==> src/rtl/rom_bus_bridge.sv <==
// rom_bus_bridge
//   Slave adapter between the picorv32 native memory interface and a
//   256x32 synchronous single-port memory with a one-cycle registered read,
//   write-first behaviour and no byte enables. Reads take one memory read,
//   full-word stores one memory write, and byte/halfword stores are done as
//   a read-modify-write so that exactly one memory write happens per store.
//
// Parameters
//   ADDR_BITS  word-address width driven to the memory (MEM_WORDS = 2**ADDR_BITS)
//   BASE_ADDR  byte base of the decoded window, aligned to MEM_WORDS*4
//
// Ports
//   clk        system clock, all state on the rising edge
//   resetn     synchronous active-low reset
//   mem_valid  CPU request valid, held until mem_ready is seen
//   mem_addr   CPU byte address
//   mem_wdata  CPU write data
//   mem_wstrb  CPU byte strobes, 0 means read
//   mem_ready  registered one-cycle acknowledge
//   mem_rdata  registered read data, valid while mem_ready=1
//   sel        combinational window hit for SoC ready/rdata muxing
//   rom_wen    memory write enable
//   rom_addr   memory word address
//   rom_wdata  memory write data
//   rom_rdata  memory read data, valid the cycle after rom_addr is presented
module rom_bus_bridge #(
  parameter int          ADDR_BITS = 8,
  parameter logic [31:0] BASE_ADDR = 32'h0000_0000
) (
  input  logic                 clk,
  input  logic                 resetn,
  input  logic                 mem_valid,
  input  logic [31:0]          mem_addr,
  input  logic [31:0]          mem_wdata,
  input  logic [3:0]           mem_wstrb,
  output logic                 mem_ready,
  output logic [31:0]          mem_rdata,
  output logic                 sel,
  output logic                 rom_wen,
  output logic [ADDR_BITS-1:0] rom_addr,
  output logic [31:0]          rom_wdata,
  input  logic [31:0]          rom_rdata
);

  // Bits above the window size select the window; the rest address inside it.
  localparam logic [31:0] WIN_MASK = ~((32'd1 << (ADDR_BITS + 2)) - 32'd1);

  localparam logic [1:0] IDLE     = 2'd0;
  localparam logic [1:0] RD_WAIT  = 2'd1;
  localparam logic [1:0] RMW_WAIT = 2'd2;
  localparam logic [1:0] ACK      = 2'd3;

  logic [1:0]           state;
  logic [ADDR_BITS-1:0] addr_q;
  logic [31:0]          wdata_q;
  logic [3:0]           strb_q;
  logic                 accept;
  logic                 full_wr;
  logic [31:0]          merged;

  assign sel     = mem_valid && ((mem_addr & WIN_MASK) == BASE_ADDR);
  assign accept  = (state == IDLE) && sel && !mem_ready;
  assign full_wr = accept && (mem_wstrb == 4'hF);

  // Old word from the memory with the strobed bytes of the latched store
  // laid over it.
  always_comb begin
    merged = '0;
    for (int i = 0; i < 4; i++) begin
      merged[8*i +: 8] = strb_q[i] ? wdata_q[8*i +: 8] : rom_rdata[8*i +: 8];
    end
  end

  // Gating with resetn keeps a write from landing on the edge that resets
  // the bridge in the middle of a read-modify-write.
  assign rom_wen   = resetn && (full_wr || (state == RMW_WAIT));
  assign rom_addr  = (state == IDLE) ? mem_addr[ADDR_BITS+1:2] : addr_q;
  assign rom_wdata = (state == RMW_WAIT) ? merged : mem_wdata;

  always_ff @(posedge clk) begin
    if (!resetn) begin
      state     <= IDLE;
      mem_ready <= 1'b0;
      mem_rdata <= '0;
      addr_q    <= '0;
      wdata_q   <= '0;
      strb_q    <= '0;
    end else begin
      case (state)
        IDLE: begin
          mem_ready <= 1'b0;
          if (accept) begin
            addr_q  <= mem_addr[ADDR_BITS+1:2];
            wdata_q <= mem_wdata;
            strb_q  <= mem_wstrb;
            if (mem_wstrb == 4'h0) begin
              state <= RD_WAIT;
            end else if (mem_wstrb == 4'hF) begin
              // The full word was written in this cycle already.
              state     <= ACK;
              mem_ready <= 1'b1;
            end else begin
              state <= RMW_WAIT;
            end
          end
        end
        RD_WAIT: begin
          mem_rdata <= rom_rdata;
          mem_ready <= 1'b1;
          state     <= ACK;
        end
        RMW_WAIT: begin
          mem_ready <= 1'b1;
          state     <= ACK;
        end
        default: begin
          mem_ready <= 1'b0;
          state     <= IDLE;
        end
      endcase
    end
  end

endmodule

==> config.mk <==
export PLATFORM = sky130hd
export DESIGN_NAME = rom_bus_bridge
export DESIGN_NICKNAME = d
export VERILOG_FILES = /design/src/rtl/rom_bus_bridge.sv
export SDC_FILE = /design/constraint.sdc
export NUM_CORES = 1
export LEC_CHECK = 0
export ABC_AREA = 1
export CAP_MARGIN = 20
export CORE_MARGIN = 2
export CORE_UTILIZATION = 45
export CTS_CLUSTER_SIZE = 12
export DETAILED_ROUTE_END_ITERATION = 12
export PLACE_DENSITY_LB_ADDON = 0.1
export SLEW_MARGIN = 20
export SYNTH_ARGS = -nofsm -noshare
export SYNTH_HDL_FRONTEND = slang
export SYNTH_SLANG_ARGS = --single-unit
==> constraint.sdc <==
create_clock -name clk -period 2.93 [get_ports clk]
set_input_delay 0.4395 -clock clk [delete_from_list [all_inputs] [get_ports clk]]
set_output_delay 0.4395 -clock clk [all_outputs]
set_load 0.01 [all_outputs]
== Word-level counts from Yosys, hierarchy flattened ==
Cells that the tools add are included.

* Bits in registers: 79
* Bits in latches: 0
* Memory bits (writable): 0
* Memory bits (read-only): 0
* Output and inout port bits: 75
* Memories kept: 0

* $add $sub $neg: 0
* $mul: 0
* Divide/modulo/power cells: 0
* $lt $le $gt $ge: 0
* Equal/unequal tests: 4
* Shift-type cells: 0
* Muxes and demuxes: 14
* Bitwise operators: 0
* Reduce and logical (&&, ||, !) cells: 12

{| class="wikitable"
|+ Operators by type and width
! operator !! count
|-
| two-way mux 8 bit || 5
|-
| logical NOT 32 bit || 1
|-
| two-way mux 32 bit || 1
|-
| logical AND 1 bit || 5
|-
| equality test 4 bit, second input constant || 1
|-
| logical NOT 4 bit || 1
|-
| two-way mux 1 bit || 4
|-
| two-way mux 2 bit || 2
|-
| one-hot mux 2 bit (2 select lines) || 1
|-
| equality test 2 x 1 -> 1 bit, second input constant || 1
|-
| equality test 2 bit, second input constant || 1
|-
| logical NOT 2 bit || 1
|-
| inequality test 2 bit, second input constant || 1
|-
| one-hot mux 1 bit (2 select lines) || 1
|-
| AND reduction 2 bit || 1
|-
| OR reduction 2 bit || 1
|-
| logical NOT 1 bit || 1
|-
| logical OR 1 bit || 1
|}

== Logic depth before layout (Yosys ltp) ==
* Word-level depth: 7
* Depth in mapped cells: 10

== Worst setup path after synthesis ==
OpenSTA, ideal clock, no wires.

* Kind: register -> output
* From: register state[0]
* To: output port rom_wen
* Arrival time: 1.359 ns
* Path slack: 1.131 ns
* Cell stages (with the launch flop): 10
* Cells stage by stage: dfxtp_1 -> inv_1 -> ha_1 -> inv_2 -> nor2_1 -> nand4_1 -> buf_4 -> nor2_1 -> nor2_1 -> nor2_1

* Cells in the longest elaborated chain, start to end: 6

{| class="wikitable"
|+ RTL lines
! element !! RTL line !! RTL
|-
| start: declaration || 53 || <nowiki>logic [1:0] state;</nowiki>
|-
| start signal: assignment || 82 || <nowiki>state <= IDLE;</nowiki>
|-
| start signal: assignment || 97 || <nowiki>state <= RD_WAIT;</nowiki>
|-
| start signal: assignment || 100 || <nowiki>state <= ACK;</nowiki>
|-
| logical NOT 2 bit || 62 || <nowiki>assign accept = (state == IDLE) && sel && !mem_ready;</nowiki>
|-
| logical AND 1 bit (2 in a row) || 62 ||
|-
| logical AND 1 bit || 63 || <nowiki>assign full_wr = accept && (mem_wstrb == 4'hF);</nowiki>
|-
| logical OR 1 bit (*) || 76 || <nowiki>assign rom_wen = resetn && (full_wr || (state == RMW_WAIT));</nowiki>
|-
| logical AND 1 bit (*) || 76 ||
|-
| end: declaration || 39 || <nowiki>output logic rom_wen,</nowiki>
|}

Every way passes the cells marked *; elsewhere a longest branch is shown, timed or not.

== Worst setup path after layout ==
* From: register state[0]
* To: output port rom_wdata[8]

* Cells in the longest elaborated chain, start to end: 2

{| class="wikitable"
|+ RTL lines
! element !! RTL line !! RTL
|-
| equality test 2 bit || 78 || <nowiki>assign rom_wdata = (state == RMW_WAIT) ? merged : mem_wdata;</nowiki>
|-
| two-way mux 32 bit || 78 ||
|-
| end: declaration || 41 || <nowiki>output logic [31:0] rom_wdata,</nowiki>
|}

Every way passes these cells.

==> results.cfg <==
[worst_setup_path]
critPathRequiredTime_ns = 2.49
r2r_slack_ns = 0.89
critical_path.max_stage_delay_ns = 0.57
crit_path_end_kind = primary output
endpoint = rom_wdata[8]
reg2reg_from = state[0]
worstSetupPathType = reg -> out
cp_max_fo = 48
r2r_cells = 9
critPathTopFamily = buffers and inverters
startpoint_type = flip-flop
cp_slowest_cell = clkdlybuf4s50_1
critical_path_buf_inv_count = 3
crit_cells = 6
cp.arrival_ns = 2.35
path_cells = inv_1 > ha_2 > buf_12 > nor2_1 > a31oi_1 > clkdlybuf4s50_1
startpoint = state[0]
rr_endpoint = wdata_q[21]

[clock_network]
clkLatencyLatePin_ns = 0.36
path_clk_slew_ns = 0.08
cts_tree = yes
clock_sinks = 79
cts_made_buffers = 9
ctsHoldBuffers = 0
cts-root-buf = clkbuf_8
htreeDepth = 3
post_cts_buffers = 0
post_cts_resized = 0
clockBufferDepth = 2

[power_and_ir_drop]
leakagePower_nw = 2.72
p_per_area_nw_per_um2 = 686
irDropWorstVdd_v = 0.000462
total_power_mw = 4.02

[drt]
drt_iter0_drc = 162
drt_first_pass_iters = 4
drc = 0
wl_per_cell_um = 12.6
vias_per_cell = 4.84
vias = 4360
ant_nets = 0
routed_wl_um = 11400

[place]
dp_cells = 885
portBuffers = 175
gp_congestion = 0.826
dp_hpwl_um = 7930

[timing]
finalSetupViolations = 0
maxSlewHeadroom = 0.408
holdWs_ns = 0.464
skew_ns = 0.0179
worstMarginPinSlew_ns = 0.887
max_freq_mhz = 358
grt_setup_unrepaired = false
finalHoldViolations = 0
maxSlewViolCount = 0
setup-tns-final_ns = 0
min_period_ns = 2.79
fin_crit_sh = 0.953

[logic_synthesis]
synth_top_area_cell = dfxtp_1
synthArstFlopShare = 0
ys_seq_area_frac = 0.407
synth_common_cells = nor2_1 (208), nand2_1 (175), dfxtp_1 (79)
synth_nets = 744
synth-edff-count = 0
synth_most_common_cell = nor2_1
synth.top_cell.area_share = 0.407
syn-cell-area_sq_um = 3890
syn_inst = 637
ys_types = 19
syn_area_per_cell_sq_um = 6.11
synthTopCellsByArea = dfxtp_1 (41%), nor2_1 (20%), nand2_1 (17%)
ys_ff_latch = 79
ys.flop_type = dfxtp_1
yosys_warnings = 0

[final_layout]
drive_above_1_share = 0.0327
areaGrowthSynthToFinish_pct = 50.5
fin_cells = 901
n_fill_cell = 696
antenna_cells = 0
fin_util = 0.706
nets = 898

[grt]
gr-total-overflow = 0
antenna_found_initial = 0
grt_pass1_wl_um = 19200
grt_usage = 0.243
grt_max_degree = 93
grt_pass1_vias = 4193

[hold_path]
min_path_cells = 4
hp-class = in -> reg

[floorplanning]
die_y_um = 97.0
core_area_sq_um = 8300
row_count = 33
start_util = 0.469
fp.dieW_um = 97.0
io_pins = 178
die_area_sq_um = 9400

[outcome]
outcome = finished clean

[job]
drv_cap = 0
-- cells by family (layout without fill, tap and decap cells) --
family          Yosys count  count (layout)  share of synthesized area
compound gates           76              76                      0.108
simple gates            388             388                      0.377
buf+inv                  90             249                     0.0955
flops                    79              79                      0.407
fa+ha+maj                 4               4                     0.0129
-- worst register-to-register path, cell delays in order, from the launching register on --
cell     delay [ns]
dfxtp_1        0.37
inv_1          0.09
ha_1           0.24
inv_2          0.05
nor2_1         0.03
nand4_1        0.12
buf_4          0.70
nand2_1        0.18
nand2_1        0.11
nor2_1         0.05
-- worst min-delay path by stage --
stage                  start             to  slack, ns
2_1_floorplan     wdata_q[0]     wdata_q[0]       0.49
3_3_place_gp   mem_rdata[13]  mem_rdata[13]       0.48
3_5_place_dp   mem_rdata[27]  mem_rdata[27]       0.48
4_1_cts               resetn      mem_ready       0.45
5_1_grt               resetn      mem_ready       0.49
6_report              resetn      mem_ready       0.46
-- stage by stage --
| step | area (sq um) | setup WS [ns] |
|---|---|---|
| 2_1_floorplan | 3890 | 1.13 |
| 3_3_place_gp | 5650 | 0.356 |
| 3_5_place_dp | 5650 | 0.345 |
| 4_1_cts | 5860 | 0.112 |
| 5_1_grt | 5860 | 0.0227 |
| 6_report | 5860 | 0.137 |
-- sequential cells by signal (all words and copies together) (netlist names) --
signal,flops
mem_rdata,32
strb_q,4
addr_q,8
mem_ready,1
state,2
wdata_q,32
-- per-layer routing --
layer	global-route usage	up-vias	share of wire	routed length [um]
li1	-	2259	-	-
met1	0.290	1918	0.41	4730
met2	0.424	166	0.48	5470
met3	0.0665	17	0.086	984
met4	0.0758	0	0.018	210
met5	0	-	0	0
-- power by group --
| group | internal [mW] | switching (mW) | leakage (nW) | total, mW |
|---|---|---|---|---|
| logic | 0.962 | 0.893 | 1.98 | 1.86 |
| clock network | 0.403 | 0.446 | 0.0964 | 0.849 |
| registers | 1.23 | 0.0801 | 0.641 | 1.31 |
-- cells in the final DEF (no fill, tap or decap) --
cell type	n
nand3_1	2
buf_12	1
ha_2	1
clkinv_4	2
inv_6	2
ha_1	3
clkdlybuf4s50_1	174
clkbuf_8	9
a21oi_1	4
nand4_1	1
clkinvlp_4	2
dfxtp_1	79
or2_2	1
o21ai_0	40
clkinv_1	4
a31oi_1	32
inv_1	47
and3_1	1
nand2_1	175
inv_2	1
bufinv_16	1
buf_4	5
nor2_1	208
buf_2	1
-- layout make-up --
cell class,instances,area (sq um),share of cell area
sequential,79,1580,0.270
inverter,52,195,0.0333
multi-input combinational,468,1940,0.331
tap,105,131,0.0224
clock inverter,7,80.1,0.0137
clock buffer,9,124,0.0212
timing repair buffer,181,1800,0.308
Note: power is estimated with default switching activity, not from simulation.
